===== src/rtl/param_dcache.sv =====
// param_dcache: parametrised two-way set-associative write-back data cache with burst fill/write-back and halt flush.
// Define PARAM_DCACHE_HITCNT_EN to count first-lookup hits and store the count to HIT_ADDR after the flush.
module param_dcache #(
    parameter int          SETS        = 8,
    parameter int          BLOCK_WORDS = 2,
    parameter logic [31:0] HIT_ADDR    = 32'h0000_3100
) (
    input  logic        CLK,
    input  logic        nRST,
    input  logic        dmemREN,
    input  logic        dmemWEN,
    input  logic [31:0] dmemaddr,
    input  logic [31:0] dmemstore,
    input  logic        halt,
    output logic        dhit,
    output logic [31:0] dmemload,
    output logic        flushed,
    output logic        dREN,
    output logic        dWEN,
    output logic [31:0] daddr,
    output logic [31:0] dstore,
    input  logic [31:0] dload,
    input  logic        dwait
);
    localparam int WOFF = $clog2(BLOCK_WORDS);
    localparam int IDX  = $clog2(SETS);
    localparam int TAGW = 30 - WOFF - IDX;
    localparam int FW   = IDX + 1;

    typedef enum logic [2:0] {
        IDLE,
        WB,
        FILL,
        FSCAN,
        FWB,
`ifdef PARAM_DCACHE_HITCNT_EN
        CNT,
`endif
        DONE
    } state_t;

    state_t          state;
    logic [31:0]     maddr;
    logic            vway;
    logic [WOFF-1:0] wcnt;
    logic [FW-1:0]   fcnt;
    logic            post_fill;

    logic            valid    [2][SETS];
    logic            dirty    [2][SETS];
    logic            mru      [SETS];
    logic [TAGW-1:0] tag_mem  [2][SETS];
    logic [31:0]     data_mem [2][SETS][BLOCK_WORDS];

    logic [TAGW-1:0] req_tag, m_tag;
    logic [IDX-1:0]  req_idx, m_idx, fr_set;
    logic [WOFF-1:0] req_woff;
    logic            fr_way;
    logic            req, hit0, hit1, lookup_hit, hit_way, victim;
    logic            last_word, last_frame;
    logic            unused_bits;

    assign req_tag  = dmemaddr[31:32-TAGW];
    assign req_idx  = dmemaddr[2+WOFF +: IDX];
    assign req_woff = dmemaddr[2 +: WOFF];
    assign m_tag    = maddr[31:32-TAGW];
    assign m_idx    = maddr[2+WOFF +: IDX];
    assign fr_way   = fcnt[0];
    assign fr_set   = fcnt[FW-1:1];

    assign unused_bits = ^{dmemaddr[1:0], maddr[WOFF+1:0], HIT_ADDR};

    assign req        = dmemREN | dmemWEN;
    assign hit0       = valid[0][req_idx] && (tag_mem[0][req_idx] == req_tag);
    assign hit1       = valid[1][req_idx] && (tag_mem[1][req_idx] == req_tag);
    assign lookup_hit = hit0 | hit1;
    assign hit_way    = hit1;
    // Empty ways are filled before anything is evicted; otherwise the least recently used way goes.
    assign victim     = !valid[0][req_idx] ? 1'b0 :
                        !valid[1][req_idx] ? 1'b1 : ~mru[req_idx];
    assign last_word  = (wcnt == WOFF'(BLOCK_WORDS - 1));
    assign last_frame = (fcnt == {FW{1'b1}});

    assign dhit     = (state == IDLE) && !halt && req && lookup_hit;
    assign dmemload = dhit ? data_mem[hit_way][req_idx][req_woff] : 32'd0;

`ifdef PARAM_DCACHE_HITCNT_EN
    logic [31:0] hit_cnt;

    // The hit that completes a freshly filled miss is not a first-lookup hit, so post_fill masks it.
    always_ff @(posedge CLK, negedge nRST) begin
        if (!nRST) begin
            hit_cnt <= 32'd0;
        end else if (dhit && !post_fill) begin
            hit_cnt <= hit_cnt + 32'd1;
        end
    end
`endif

    always_comb begin
        dREN    = 1'b0;
        dWEN    = 1'b0;
        daddr   = 32'd0;
        dstore  = 32'd0;
        flushed = 1'b0;
        case (state)
            WB: begin
                dWEN   = 1'b1;
                daddr  = {tag_mem[vway][m_idx], m_idx, wcnt, 2'b00};
                dstore = data_mem[vway][m_idx][wcnt];
            end
            FILL: begin
                dREN  = 1'b1;
                daddr = {m_tag, m_idx, wcnt, 2'b00};
            end
            FWB: begin
                dWEN   = 1'b1;
                daddr  = {tag_mem[fr_way][fr_set], fr_set, wcnt, 2'b00};
                dstore = data_mem[fr_way][fr_set][wcnt];
            end
`ifdef PARAM_DCACHE_HITCNT_EN
            CNT: begin
                dWEN   = 1'b1;
                daddr  = {HIT_ADDR[31:2], 2'b00};
                dstore = hit_cnt;
            end
`endif
            DONE: flushed = 1'b1;
            default: ;
        endcase
    end

    always_ff @(posedge CLK) begin
        if (dhit && dmemWEN) begin
            data_mem[hit_way][req_idx][req_woff] <= dmemstore;
        end
        if (state == FILL && !dwait) begin
            data_mem[vway][m_idx][wcnt] <= dload;
            if (last_word) begin
                tag_mem[vway][m_idx] <= m_tag;
            end
        end
    end

    // After the last frame's write-back the counter stays put, so FSCAN revisits it clean and finishes.
    always_ff @(posedge CLK, negedge nRST) begin
        if (!nRST) begin
            state     <= IDLE;
            maddr     <= 32'd0;
            vway      <= 1'b0;
            wcnt      <= '0;
            fcnt      <= '0;
            post_fill <= 1'b0;
            for (int s = 0; s < SETS; s++) begin
                valid[0][s] <= 1'b0;
                valid[1][s] <= 1'b0;
                dirty[0][s] <= 1'b0;
                dirty[1][s] <= 1'b0;
                mru[s]      <= 1'b0;
            end
        end else begin
            post_fill <= 1'b0;
            case (state)
                IDLE: begin
                    if (halt) begin
                        fcnt  <= '0;
                        state <= FSCAN;
                    end else if (dhit) begin
                        mru[req_idx] <= hit_way;
                        if (dmemWEN) begin
                            dirty[hit_way][req_idx] <= 1'b1;
                        end
                    end else if (req) begin
                        maddr <= dmemaddr;
                        vway  <= victim;
                        wcnt  <= '0;
                        state <= (valid[victim][req_idx] && dirty[victim][req_idx]) ? WB : FILL;
                    end
                end
                WB: begin
                    if (!dwait) begin
                        if (last_word) begin
                            wcnt  <= '0;
                            state <= FILL;
                        end else begin
                            wcnt <= wcnt + 1'b1;
                        end
                    end
                end
                FILL: begin
                    if (!dwait) begin
                        if (last_word) begin
                            valid[vway][m_idx] <= 1'b1;
                            dirty[vway][m_idx] <= 1'b0;
                            wcnt      <= '0;
                            post_fill <= 1'b1;
                            state     <= IDLE;
                        end else begin
                            wcnt <= wcnt + 1'b1;
                        end
                    end
                end
                FSCAN: begin
                    if (dirty[fr_way][fr_set]) begin
                        wcnt  <= '0;
                        state <= FWB;
                    end else if (last_frame) begin
`ifdef PARAM_DCACHE_HITCNT_EN
                        state <= CNT;
`else
                        state <= DONE;
`endif
                    end else begin
                        fcnt <= fcnt + 1'b1;
                    end
                end
                FWB: begin
                    if (!dwait) begin
                        if (last_word) begin
                            dirty[fr_way][fr_set] <= 1'b0;
                            valid[fr_way][fr_set] <= 1'b0;
                            wcnt <= '0;
                            if (!last_frame) begin
                                fcnt <= fcnt + 1'b1;
                            end
                            state <= FSCAN;
                        end else begin
                            wcnt <= wcnt + 1'b1;
                        end
                    end
                end
`ifdef PARAM_DCACHE_HITCNT_EN
                CNT: begin
                    if (!dwait) begin
                        state <= DONE;
                    end
                end
`endif
                DONE: state <= DONE;
                default: state <= IDLE;
            endcase
        end
    end
endmodule


===== config.mk =====
export PLATFORM = sky130hd
export DESIGN_NAME = param_dcache
export DESIGN_NICKNAME = d
export VERILOG_FILES = /design/src/rtl/param_dcache.sv
export SDC_FILE = /design/constraint.sdc
export NUM_CORES = 2
export LEC_CHECK = 0
export ABC_CLOCK_PERIOD_IN_PS = 9800
export CAP_MARGIN = 15
export CORE_AREA = 3 3 473 592
export CTS_CLUSTER_SIZE = 10
export DETAILED_ROUTE_END_ITERATION = 8
export DIE_AREA = 0 0 476 595
export PLACE_DENSITY_LB_ADDON = 0.2
export SETUP_SLACK_MARGIN = 0.3
export SYNTH_ARGS = -nofsm -noshare
export SYNTH_HDL_FRONTEND = slang
export SYNTH_SLANG_ARGS = --single-unit

===== constraint.sdc =====
create_clock -name CLK -period 9.8 [get_ports CLK]
set_input_delay 1.96 -clock CLK [delete_from_list [all_inputs] [get_ports CLK]]
set_output_delay 1.96 -clock CLK [all_outputs]
set_load 0.01 [all_outputs]

---- Word level (Yosys, flattened, before mapping) ----
Memory sizes are Yosys's and may differ from the RTL's.
Cells that the tools add are included.
cells by class
  $add $sub $neg .......................... 2
  order comparisons ....................... 17
  equality and inequality tests ........... 26
  mux-type cells .......................... 137
  bitwise operators ....................... 21
  reductions and logical operators ........ 33
operator list
  kind                  count
  $mux W512             4
  $bmux W64 S3          3
  $mux W64              8
  $reduce_or A512 Y1    1
  $demux W64 S3         2
  $mux W32              12
  $bmux W26 S3          4
  $mux W26              9
  $mux W208             1
  $mux W16              11
  $mux W8               12
  $pmux W32 S3          1
  $demux W26 S3         1
  $demux W32 S1         2
  $pmux W32 S2          1
  $eq A26 B26 Y1        2
  $and A16 B16 Y16      3
  $pmux W16 S3          1
  $mux W3               11
  $not A16 Y16          2
  $or A16 B16 Y16       2
  $pmux W16 S2          1
  $mux W1               31
  $ne A2 B2 Y1 const B  15
  37 further kinds      96
word-level totals
  bits in registers ....................... 81
  memory bits (writable) .................. 1440
  bits of input ports ..................... 102
  output and inout bits ................... 100
  logic and storage cells ................. 283
  memories ................................ 2
memories
  memory    words  bits a word  read ports  clocked after Yosys merged registers in  wr ports  line  RTL
  data_mem  2      512          3           0                                        1         53    logic [31:0] data_mem [2][SETS][BLOCK_WORDS];
  tag_mem   2      208          4           0                                        1         52    logic [TAGW-1:0] tag_mem [2][SETS];

---- Depth between registers and ports, before layout ----
  word-level depth ........................ 20
  depth in mapped cells ................... 18
  mapped depth without buffers ............ 11

---- Least setup slack after synthesis ----
OpenSTA, ideal clock, no wires.
  kind .................................... in2out
  start ................................... in dmemaddr[5]
  end ..................................... out dmemload[18]
  data arrival time ....................... 5.162 ns
  required time ........................... 7.840 ns
  path slack .............................. 2.678 ns
  stages on the path ...................... 16
  cells stage by stage .................... buf_2 > buf_2 > buf_2 > mux2_2 > a22oi_1 > o22ai_1 > or3_1 > a221oi_1 > nand4b_1 > nor4_2 > nor2_1 > nor2b_1 > buf_2 > buf_2 > o21ai_0 > o22ai_1
on the way
  longest elaborated chain between the ends .. 14
RTL lines
  what                                          line        RTL
  start: declaration                            12          input logic [31:0] dmemaddr,
  $not A3 Y4 (not written as such) *            74, 75, 85
  $bmux W26 S3                                  75          assign hit1 = valid[1][req_idx] && (tag_mem[1][req_idx] == req_tag);
  $mux W26 (not written as such) (2 in series)  75
  $eq A26 B26 Y1                                75
  $logic_and A1 B1 Y1                           75
  $mem_v2 Z2 W512                               --
  $bmux W64 S3                                  85          assign dmemload = dhit ? data_mem[hit_way][req_idx][req_woff] : 32'd0;
  $mux W64 (not written as such) (2 in series)  85
  $mux W32 (not written as such) (3 in series)  85
  $mux W32 *                                    85
  end: declaration                              16          output logic [31:0] dmemload,
Mark *: on every way between the ends. The rest lies on a longest branch, timed or not. The select of a mux whose other input is x is not followed.

---- Final worst setup path ----
  start ................................... in dmemaddr[3]
  end ..................................... out dmemload[26]
Same word-level chain as after synthesis.

==> impl_metrics.env <==
export IMPL_io_pins=202
export IMPL_clkLatencyLatePin_ps=900
export IMPL_dp_hpwl_mm=213.9
export IMPL_drive_above_1_share_pct=18.31
export IMPL_synth_compound_area_share_pct=13.63
export IMPL_synth_simple_area_share_pct=4.956
export IMPL_setup_tns_ps=0
export IMPL_grt_usage_pct=25.90
export IMPL_hold_class="flop to flop"
export IMPL_yosys_warnings=0
export IMPL_chipWidth_um=476
export IMPL_globalplace_congestion=0.8741
export IMPL_first_pass_iters=9
export IMPL_clockRootBuffer="clkbuf_16"
export IMPL_crit_fanout=46
export IMPL_portBuffers=197
export IMPL_htreeDepth=4
export IMPL_seq_area_frac_synth_pct=54.98
export IMPL_synthMuxAreaShare_pct=23.15
export IMPL_required_ps=7840
export IMPL_syn_avg_cell_area_um2=13.69
export IMPL_synth_edf_count=1440
export IMPL_finClkSkew_ps=94.97
export IMPL_worst_slew_pin_slew_ps=1168
export IMPL_nets=6207
export IMPL_start_util_pct=29.93
export IMPL_synth_top_cell_by_area="edfxtp_1"
export IMPL_crit_path_start="dmemaddr[3]"
export IMPL_cts_buffers=182
export IMPL_status="completed"
export IMPL_grt_pass1_wl_mm=515.3
export IMPL_cp_end_kind="output port"
export IMPL_drt_iter0_drc=8773
export IMPL_timing_rr_start="tag_mem[0][180]"
export IMPL_row_count=215
export IMPL_wl_per_cell_um=38.18
export IMPL_vias=63946
export IMPL_min_period_over_period_pct=94.48
export IMPL_holdCritStartpoint="mru[5]"
export IMPL_ir_worst_vdd_mv=0.2210
export IMPL_syn2layout_area_growth_pct=16.22
export IMPL_final_max_slew_viol_count=0
export IMPL_design_core_area_um2=274700
export IMPL_grt_pass1_vias=63094
export IMPL_crit_type="input port to output port"
export IMPL_cts_max_path_buffers=3
export IMPL_p_leak_uw=0.03123
export IMPL_yosys_top_cells_count="edfxtp_1 (1,440), mux2i_1 (865), nand2_1 (431)"
export IMPL_finalHoldViolations=0
export IMPL_synth_xor_area_share_pct=0.3943
export IMPL_grt_start_max_net_pins=144
export IMPL_rrSetupSlack_ps=4270
export IMPL_fmax_mhz=108.0
export IMPL_yosysMostFrequentCell="edfxtp_1"
export IMPL_arrival_ps=7300
export IMPL_synth_top_area_share_pct=52.61
export IMPL_viasPerCell=6.445
export IMPL_power_density_nw_per_um2=236.4
export IMPL_fin_crit_ps=9259
export IMPL_async_reset_ff_share_pct=5.138
export IMPL_setup_viol=0
export IMPL_r2r_end="data_mem[0][273]"
export IMPL_synth_area_top_cells="edfxtp_1 (53%), mux4_2 (11%), mux2i_1 (11%)"
export IMPL_ant_nets=0
export IMPL_cap_violations=0
export IMPL_dieArea_um2=283200
export IMPL_drc=0
export IMPL_synth_fa_ha_area_share_pct=0.01522
export IMPL_synth_flop_cell="edfxtp_1"
export IMPL_synth_distinct_cells=78
export IMPL_antenna_found_initial=14
export IMPL_hold_path_end="mru[5]"
export IMPL_rr_worst_depth=12
export IMPL_hold_path_cell_count=2
export IMPL_holdBufCountCts=0
export IMPL_grt_setup_unrepaired="no"
export IMPL_syn_inst=6006
export IMPL_fin_hold_ws_ps=513.5
export IMPL_grt_overflow_total=0
export IMPL_dpl_cell_count=9608
export IMPL_path_clk_slew_ps=60
export IMPL_clock_sinks=1518
export IMPL_synth_seq_cells=1518
export IMPL_syn_cell_area_um2=82190
export IMPL_finalWirelength_mm=378.8
export IMPL_instances_no_fill=9922
export IMPL_die_y_um=595
export IMPL_cp_start_kind="input port"
export IMPL_synth_top_family_by_area="multiplexers"
export IMPL_cts_tree="done"
export IMPL_max_slew_margin_pct=22.16
## final cells by class
type	count	area, um2
flip-flops and latches	1518	45220
repair buffers	463	4677
well taps	3689	4616
multi-input cells	3927	35430
inverters	12	45.04
fillers	26514	179100
clock inverters	41	584.3
clock buffers	264	4942
diodes	8	20.02
## sequential cells by signal (all words and copies together) (netlist names)
signal	flops
last_word	1
state	3
valid	16
maddr	29
dirty	16
vway	1
tag_mem	416
mru	8
data_mem	1024
fcnt	4
## power by group
group / switching (uW) / internal (uW)
Combinational: 4760 / 2900
Sequential: 671 / 7830
Clock: 2850 / 3560
Total: 8280 / 14300
## kinds of logic (layout without fill, tap and decap cells)
logic type / Yosys count / in the layout
buffers and inverters: 562 / 780
other: 1 / 10
multiplexers: 1392 / 1392
adder cells (fa/ha/maj): 1 / 1
AO/OA/AOI/OAI: 1588 / 1588
flip-flops: 1518 / 1518
AND/OR/NAND/NOR: 907 / 907
XOR/XNOR: 37 / 37
## worst max-delay path: stages
cell             delay, ps
buf_8                  400
nor2b_2                740
a22oi_1                170
a21oi_1                410
o22ai_1                150
nor4_1                 650
and4_4                 580
buf_4                  390
mux2i_1                130
a221oi_1               330
o2111ai_1              170
a21oi_1                360
clkdlybuf4s50_1        810
## routing by layer
metal	global-route usage (%)	routed length, um	vias up
met1	33.00	143500	33155
li1	-	-	25044
met2	41.25	174600	4607
met5	0.1372	100	-
met4	13.73	23050	9
met3	5.392	37640	1131
## worst max path at each step
stage / endpoint / slack (ps) / cells past startpoint
floorplan: dmemload[18] / 2680 / 16
global route: dmemload[24] / 310 / 17
CTS: dmemload[23] / 380 / 18
detailed placement: dmemload[23] / 400 / 18
global placement: dmemload[23] / 400 / 18
finish: dmemload[26] / 540 / 13
## cells in the final DEF (no fill, tap or decap), drive strengths merged, types with 17 or more instances in the layout
master         netlist  final
o221ai              32     32
nand3               90     90
a221oi              73     73
mux4               394    394
a22o               161    161
a21oi              116    116
o31ai               27     27
a211oi              17     17
clkdlybuf4s50        0    190
o22ai              329    329
nor3               100    100
o21ai              194    194
edfxtp            1440   1440
nor2               141    141
a32o                20     20
a32oi               23     23
a2111oi             18     18
clkbuf             344    264
xor2                23     23
nand2              431    431
a31oi              132    132
and3                32     32
o211ai              24     24
dfrtp               78     78
a22oi              307    307
mux2i              865    865
buf                206    273
clkinv               1     38
nand4               22     22
mux2               133    133
nor4                21     21
## stage by stage
stage | util, % | total power [uW] | instance area [um2] | setup slack, ps
floorplan | - | 12860 | 82200 | 2678
global placement | 32.75 | 16140 | 89960 | 395.2
detailed placement | 32.75 | 16160 | 89960 | 404.2
CTS | 34.76 | 22570 | 95480 | 377.2
global route | 34.77 | 23250 | 95510 | 314.8
finish | 34.78 | 22580 | 95530 | 540.8
## repair_timing
action / 4_1_cts / 5_1_grt
resized for setup: 0 / 1
buffers inserted: 0 / 0
setup endpoints to repair: 0 / 2
Note: power is estimated with default switching activity, not from simulation.
